<file path="config.mk">
export PLATFORM = sky130hd
export DESIGN_NAME = if_id_stage
export DESIGN_NICKNAME = d
export VERILOG_FILES = /design/src/rtl/if_id_stage.sv
export SDC_FILE = /design/constraint.sdc
export NUM_CORES = 1
export LEC_CHECK = 0
export ABC_AREA = 1
export ABC_CLOCK_PERIOD_IN_PS = 1800
export CORE_ASPECT_RATIO = 0.75
export CORE_UTILIZATION = 35
export CTS_BUF_LIST = sky130_fd_sc_hd__clkbuf_16
export CTS_CLUSTER_DIAMETER = 100
export DETAILED_ROUTE_END_ITERATION = 10
export PLACE_DENSITY = 0.75
export SYNTH_ARGS = -nofsm -noshare
export SYNTH_HDL_FRONTEND = slang
export SYNTH_SLANG_ARGS = --single-unit
</file>
<file path="constraint.sdc">
create_clock -name clk -period 1.8 [get_ports clk]
set_clock_uncertainty 0.1 [all_clocks]
set_input_delay 0.27 -clock clk [delete_from_list [all_inputs] [get_ports clk]]
set_output_delay 0.27 -clock clk [all_outputs]
set_load 0.05 [all_outputs]
</file>
<file path="src/rtl/if_id_stage.sv">
// IF/ID pipeline stage: owns the PC, fetches one word per cycle and latches it into the
// IF/ID register. A RUN/HALT fetch FSM stops fetching once an opcode 4'hF word is latched.
module if_id_stage (
  input  logic        clk,
  input  logic        rst,
  output logic [15:0] imem_addr,
  input  logic [15:0] imem_data,
  input  logic        imem_valid,
  input  logic        stall,
  input  logic        br_taken,
  input  logic [15:0] br_target,
  output logic        id_valid,
  output logic [15:0] id_instr,
  output logic [15:0] id_pc,
  output logic [3:0]  opcode,
  output logic [2:0]  rd,
  output logic [2:0]  rs,
  output logic [5:0]  const_in,
  output logic        SEOp,
  output logic        halted
);

  typedef enum logic {RUN, HALT} fetch_state_e;

  fetch_state_e state_q, state_d;
  logic [15:0]  pc_q, pc_d;
  logic [15:0]  id_instr_q, id_instr_d;
  logic [15:0]  id_pc_q, id_pc_d;
  logic         id_valid_q, id_valid_d;
  logic [15:0]  pc_plus1;
  logic         accept;

  assign pc_plus1 = pc_q + 16'd1;
  assign accept   = (state_q == RUN) && !br_taken && !stall && imem_valid;

  always_ff @(posedge clk) begin
    if (rst) begin
      state_q    <= RUN;
      pc_q       <= 16'h0000;
      id_instr_q <= 16'h0000;
      id_pc_q    <= 16'h0000;
      id_valid_q <= 1'b0;
    end else begin
      state_q    <= state_d;
      pc_q       <= pc_d;
      id_instr_q <= id_instr_d;
      id_pc_q    <= id_pc_d;
      id_valid_q <= id_valid_d;
    end
  end

  // The halting word enters HALT on the same edge it is latched, so it still gets its ID cycle.
  always_comb begin
    state_d = state_q;
    if (accept && (imem_data[15:12] == 4'hF)) begin
      state_d = HALT;
    end
  end

  always_comb begin
    pc_d       = pc_q;
    id_instr_d = id_instr_q;
    id_pc_d    = id_pc_q;
    id_valid_d = id_valid_q;
    if (state_q == HALT) begin
      if (!stall) begin
        id_valid_d = 1'b0;
      end
    end else if (br_taken) begin
      pc_d       = br_target;
      id_valid_d = 1'b0;
      id_instr_d = 16'h0000;
    end else if (!stall) begin
      if (imem_valid) begin
        id_instr_d = imem_data;
        id_pc_d    = pc_plus1;
        id_valid_d = 1'b1;
        pc_d       = pc_plus1;
      end else begin
        id_valid_d = 1'b0;
      end
    end
  end

  always_comb begin
    halted    = (state_q == HALT);
    imem_addr = pc_q;
    id_valid  = id_valid_q;
    id_instr  = id_instr_q;
    id_pc     = id_pc_q;
    opcode    = id_instr_q[15:12];
    rd        = id_instr_q[11:9];
    rs        = id_instr_q[8:6];
    const_in  = id_instr_q[5:0];
    SEOp      = id_valid_q && ((id_instr_q[15:12] == 4'h8) || (id_instr_q[15:12] == 4'h9));
  end

endmodule
</file>
==> results of run 1 <==
==> Yosys cell counts <==
library cell / number / area, um^2
nor3_1: 1 / 5.00
buf_4: 16 / 120
buf_6: 6 / 67.6
nand3_1: 13 / 65.1
nor2_8: 1 / 20.0
nor2_2: 2 / 12.5
nand2_2: 3 / 18.8
a21oi_1: 39 / 195
xnor2_1: 4 / 35.0
nand4_1: 3 / 18.8
a21oi_4: 1 / 16.3
nor2_1: 36 / 135
inv_1: 35 / 131
clkbuf_1: 8 / 30.0
o21ai_0: 18 / 90.1
o211ai_1: 1 / 7.51
nand2_1: 81 / 304
a211oi_2: 2 / 25.0
xor2_1: 2 / 17.5
nand3_2: 2 / 20.0
mux2i_1: 2 / 20.0
ha_1: 1 / 12.5
inv_2: 5 / 18.8
nor2_4: 2 / 22.5
buf_2: 3 / 15.0
inv_6: 1 / 8.76
a21o_1: 2 / 15.0
dfxtp_1: 50 / 1000
o21ai_1: 17 / 85.1
==> per-layer routing <==
layer,vias to the layer above,GRT usage [%],routed length (um),share of wire [%]
li1,1300,-,-,-
met1,1100,24.7,3430,48
met2,71,29.7,3090,43
met3,9,5.41,474,6.7
met4,0,5.15,106,1.5
met5,-,0,0,0
==> path summary, 6_finish.rpt <==
path              depth (start not counted)  slack [ns]          from          end
hold reg to reg                           2        0.38   id_instr[5]  id_instr[5]
hold / removal                            2        0.38   id_instr[5]  id_instr[5]
setup / recovery                          9        0.27  imem_addr[0]    id_pc[10]
setup reg to reg                          9        0.27  imem_addr[0]    id_pc[10]
==> cells in the final DEF (no fill, tap or decap) <==
master and n:
bufinv_16 1, clkdlybuf4s50_1 36, clkbuf_16 5, dfxtp_1 48, nor2_2 2, clkinv_2 2, o21ai_0 18, a211oi_2 2
xor2_1 2, nand3_1 13, o211ai_1 1, xnor2_1 4, a21oi_1 39, nor2_8 1, inv_2 5, ha_1 1
buf_12 3, o21ai_1 17, a21oi_4 1, dfxtp_2 2, nor2_1 36, buf_4 80, nand2_1 81, mux2i_1 2
nor2_4 2, a21o_1 2, nand4_1 3, nand3_2 2, inv_1 35, nand2_2 3, nor3_2 1, inv_6 1
==> cell type report <==
type,count,share of cell area [%]
timing repair buffer,119,28.2
clock inverter,3,1.11
sequential,50,27.7
multi-input combinational,233,31.7
tap,98,3.39
clock buffer,5,3.46
inverter,41,4.39
==> cells by family after synthesis <==
kind of cell,Yosys count,share of synthesized area (%)
mux,2,0.790
xor+xnor,6,2.07
simple gates,144,24.5
buf+inv,74,15.5
flops,50,39.5
compound gates,80,17.1
fa+ha+maj,1,0.494
==> where the power goes <==
group / leakage, nW / internal, mW / total (mW) / switching, mW
registers: 0.410 / 1.17 / 1.24 / 0.0718
clock network: 0.0836 / 0.651 / 1.07 / 0.420
logic: 1.19 / 0.260 / 0.701 / 0.442
total: 1.68 / 2.08 / 3.01 / 0.934
==> state kept, by name, summed over array words and instances (netlist names) <==
name / flops
id_pc: 16
id_instr: 16
imem_addr: 16
halted: 1
id_valid: 1
==> worst max-delay path: cells and delay by family (launching register included) <==
family | cells | cell delay, ns
flip-flops | 1 | 0.39
adder cells (fa/ha/maj) | 1 | 0.21
AO/OA/AOI/OAI | 1 | 0.11
AND/OR/NAND/NOR | 5 | 0.51
buffers and inverters | 2 | 0.11
==> metrics by stage <==
step                      hold slack (ns)  std cells  area (um^2)  worst slack [ns]  power [mW]
final                               0.384        549         3620             0.273        3.01
after global routing                0.406        549         3620             0.114        3.13
after CTS                           0.386        549         3620             0.268        3.03
after detailed placement            0.376        541         3450           0.00388        1.96
after global placement              0.367        541         3450            0.0297        1.96
after floorplan                     0.317        357         2540            0.0285        1.71
==> out/results.ini, run 1 <==
[status]
outcome = complete, no violations

[final_layout]
diodes = 0
final_util_pct = 52.4
fill_cells = 678
area_growth_pct = 42.8
drive_above_1_share_pct = 25.1
nets = 488
seq_area_um2 = 1000
multi_input_area_um2 = 1150

[setup_path]
critPathRequiredTime_ns = 1.90
critPathLaunchType = flop
path_common_cell = nand2_1
path_max_fanout = 6
end_kind = flop
crit_chain = ha_1 -> nand3_2 -> inv_1 -> nand2_1 -> nor2_1 -> nand2_1 -> nand2_1 -> a21o_1 -> inv_1
slowest_stage = dfxtp_2
cp_slowest_stage_delay_ns = 0.39
critPathArrivalTime_ns = 1.62
critPathKind = flop to flop

[floorplan]
core_um2 = 6900
core.rowCount = 26
start_util_pct = 36.7
die_x_um = 100
ios = 104
die_area_um2 = 7590
die_h_um = 75.7

[yosys]
postSynthAreaPerCell_um2 = 7.10
synth_seq_cells = 50
syn_inst = 357
syn_area_um2 = 2530
yosysSeqAreaShare_pct = 39.5
synthesis.nets = 395
synth_cell_types = 29
yosysWarnings = 0

[detailed_routing]
drt-wirelength-per-cell_um = 12.9
routed_wl_mm = 7.09
via_per_inst = 4.52
drt-initial-drc-count = 84
ant_nets = 0
drc = 0
vias = 2480
dr.pass1.iters = 4

[clocking]
cts.clk_slew.worst_paths_ns = 0.07
cts.path.max_buffers = 2
cts_made_buffers = 5
root_buffer = clkbuf_16
post_cts_buffers = 0
cts.repair.resized = 0
h-tree-depth = 2
cts_sinks = 50
clk-insertion-delay-late_ns = 0.29
cts_tree = done
holdBufCountCts = 0

[global_route]
grt_pass1_vias = 2261
grt_start_max_net_pins = 21
grt_pass1_wl_mm = 10.8
grt_antenna_before_repair = 0
globalRouteTotalUtil_pct = 18.6
overflow = 0

[pwr]
p_per_area_nw_per_um2 = 833
ir_worst_vdd_mv = 0.547
cellLeakagePower_nw = 1.68

[timing]
fin_crit_ns = 1.53
post-route-period-util_pct = 84.8
rsz0062_at_grt = false
slew_headroom_pct = 81.3
slew_viol_final = 0
finalHoldViolCount = 0
fmax_mhz = 655
finalSetupViolCount = 0
fin_tns_setup_ns = 0
worst_pin_slew_ns = 0.280

[run]
cap_violations = 0

[hold_path]
hold_class = flop to flop

[placed_design]
hpwl_mm = 5.37
place.port_buffers = 103
place_congestion = 0.897

Note: power is estimated with default switching activity, not from simulation.
==> run 2, diff against run 1 <==
--- a/config.mk
+++ b/config.mk
@@ -6,13 +6,13 @@
 export NUM_CORES = 1
 export LEC_CHECK = 0
 export ABC_AREA = 1
-export ABC_CLOCK_PERIOD_IN_PS = 1800
+export ABC_CLOCK_PERIOD_IN_PS = 1350
 export CORE_ASPECT_RATIO = 0.75
 export CORE_UTILIZATION = 35
 export CTS_BUF_LIST = sky130_fd_sc_hd__clkbuf_16
 export CTS_CLUSTER_DIAMETER = 100
 export DETAILED_ROUTE_END_ITERATION = 10
-export PLACE_DENSITY = 0.75
+export PLACE_DENSITY = 0.78
 export SYNTH_ARGS = -nofsm -noshare
 export SYNTH_HDL_FRONTEND = slang
 export SYNTH_SLANG_ARGS = --single-unit
==> constraint.sdc (replaced) <==
create_clock -name clk -period 1.35 [get_ports clk]
set_clock_uncertainty 0.1 [all_clocks]
set_input_delay 0.2025 -clock clk [delete_from_list [all_inputs] [get_ports clk]]
set_output_delay 0.2025 -clock clk [all_outputs]
set_load 0.05 [all_outputs]
==> out/results.ini, run 2 (synthesis gave the netlist of run 1 again) <==
[placed_design]
dpl.cell_count = 553  ; +2.2%
place_congestion = 0.865  ; -3.6%
hpwl_mm = 5.87  ; +9.4%
dp_slack_ns = -0.422  ; -0.426 ns
place.port_buffers = 103  ; unchanged

[global_route]
overflow = 0  ; unchanged
grt_pass1_vias = 2487  ; +10%
grt_start_max_net_pins = 23  ; +9.5%
grt_antenna_before_repair = 0  ; unchanged
globalRouteTotalUtil_pct = 20.8  ; +2.2 points
grt_pass1_wl_mm = 12.0  ; +11%

[detailed_routing]
vias = 2860  ; +15%
drt-wirelength-per-cell_um = 16.0  ; +24%
ant_nets = 0  ; unchanged
routed_wl_mm = 9.22  ; +30%
via_per_inst = 4.97  ; +10%
drt-initial-drc-count = 155  ; +85%
drc = 0  ; unchanged
dr.pass1.iters = 5  ; +1

[setup_path]
critPathKind = flop to flop
critPathArrivalTime_ns = 1.58  ; -0.04 ns
crit_start = imem_addr[9]
path_max_fanout = 6  ; unchanged
critPathLaunchType = flop
cp_slowest_stage_delay_ns = 0.39  ; about the same
end_kind = flop
reg2reg_from = imem_addr[9]
crit_chain = nand2_1 -> nor2_1 -> nand2_2 -> nand2_2 -> nand2_2 -> nand2_1 -> nand2_1 -> inv_1
slowest_stage = dfxtp_4
worstRegToRegCells = 8  ; -1
critPathRequiredTime_ns = 1.49  ; -0.41 ns

[final_layout]
area_growth_pct = 102
nets = 514  ; +5.3%
fill_cells = 445  ; -34%
drive_above_1_share_pct = 45.5  ; +20 points
diodes = 0  ; unchanged
final_cell_mix = buf_12, nand2_1, clkdlybuf4s50_1, inv_1, dfxtp_1
instances_no_fill = 575  ; +4.7%
layout_commonest_cell = buf_12

[floorplan]
core_um2 = 6900  ; unchanged
core.rowCount = 26  ; unchanged
start_util_pct = 36.7  ; unchanged
ios = 104  ; unchanged
die_area_um2 = 7590  ; unchanged
die_h_um = 75.7  ; unchanged
die_x_um = 100  ; unchanged

[clocking]
cts.path.max_buffers = 2  ; unchanged
clk-insertion-delay-late_ns = 0.30  ; about the same
cts_made_buffers = 5  ; unchanged
holdBufCountCts = 0  ; unchanged
cts.clk_slew.worst_paths_ns = 0.07  ; about the same
h-tree-depth = 2  ; unchanged
cts_tree = done
root_buffer = clkbuf_16
cts_sinks = 50  ; unchanged

[pwr]
p_per_area_nw_per_um2 = 875  ; +5.1%
p_int_mw = 3.03  ; +46%
pwr-share-seq_pct = 37.5  ; -3.6 points
swShare_pct = 32.5  ; +1.5 points
comb_power_share_pct = 31.1  ; +7.8 points
clockPowerShare_pct = 31.4  ; -4.2 points
cellLeakagePower_nw = 2.17  ; +29%
power_switching_mw = 1.46  ; +56%
ir_worst_vdd_mv = 0.723  ; +32%

[timing]
fin_ws_ns = -0.0863  ; -0.360 ns
rsz0062_at_grt = true
fin_tns_setup_ns = -0.570  ; -0.570 ns
slew_viol_final = 0  ; unchanged
fin_crit_ns = 1.44  ; -0.0903 ns
post-route-period-util_pct = 106  ; +22 points
worst_pin_slew_ns = 0.331  ; +0.0507 ns
fmax_mhz = 696  ; +6.3%
slew_headroom_pct = 77.9  ; -3.4 points
finalSetupViolCount = 17  ; +17
finalHoldViolCount = 0  ; unchanged

[hold_path]
min_from = imem_data[1]
hold_depth = 3  ; +1
hold_class = input pin to flop

[status]
violations = setup timing
outcome = finished, violations left

[run]
cap_violations = 0  ; unchanged

==> run 2: changes by cell type in the layout (fill, tap and decap cells not counted), sizes merged <==
cell | before | now
buf | 83 | 107
clkdlybuf4s50 | 36 | 33
bufinv | 1 | 0
dlymetal6s2s | 0 | 1
inv | 41 | 40
clkinv | 2 | 3
dlygate4sd2 | 0 | 2
clkbuf | 5 | 8
==> run 2: worst max-delay path, delay by kind of cell (launching register included) <==
family / cells / cell delay (ns)
flops: 1 / 0.39
simple gates: 7 / 0.85
buf+inv: 1 / 0.04
==> run 2: metrics by stage <==
stage          hold slack, ns  total power [mW]  cell area [um^2]  utilization, %
5_1_grt                 0.387              4.63              5130            74.3
2_1_floorplan           0.239              2.28              2630               -
3_3_place_gp            0.369              2.92              4470            64.8
6_report                0.372              4.49              5130            74.3
4_1_cts                 0.373              4.33              4730            68.6
3_5_place_dp            0.385              2.94              4470            64.8
==> run 2: power groups by stage <==
stage	combinational, mW	clock, mW	sequential [mW]
after floorplan	0.348	0	1.94
after global placement	1.22	0	1.70
after detailed placement	1.23	0	1.71
after CTS	1.26	1.40	1.67
after global routing	1.46	1.47	1.69
final	1.40	1.41	1.68
==> run 2: area by class of cell <==
type / count / area [um^2] / share of cell area, %
Inverter: 41 / 186 / 3.64
Tap cell: 98 / 123 / 2.39
Clock inverter: 2 / 13.8 / 0.268
Sequential cell: 50 / 1060 / 20.7
Timing Repair Buffer: 145 / 2120 / 41.4
Clock buffer: 6 / 150 / 2.93
Multi-Input combinational cell: 233 / 1470 / 28.6
==> run 2: worst paths after layout <==
path,slack (ns),to
max,-0.09,id_pc[12]
min,0.37,id_instr[1]
max reg2reg,-0.09,id_pc[12]
min reg2reg,0.45,id_instr[11]
==> run 2: repair_timing <==
action | CTS | global route
pin swaps | 6 | 19
setup endpoints to repair | 46 | 46
setup buffers | 3 | 9
gates cloned | 0 | 2
resized for setup | 22 | 86
==> run 2: metal layers <==
metal / GRT usage (%) / up-vias / share of wire (%)
met1: 25.4 / 1321 / 40
met4: 6.44 / 0 / 2.1
met5: 0 / - / 0
li1: - / 1370 / -
met2: 37.0 / 144 / 50
met3: 4.95 / 25 / 8.0
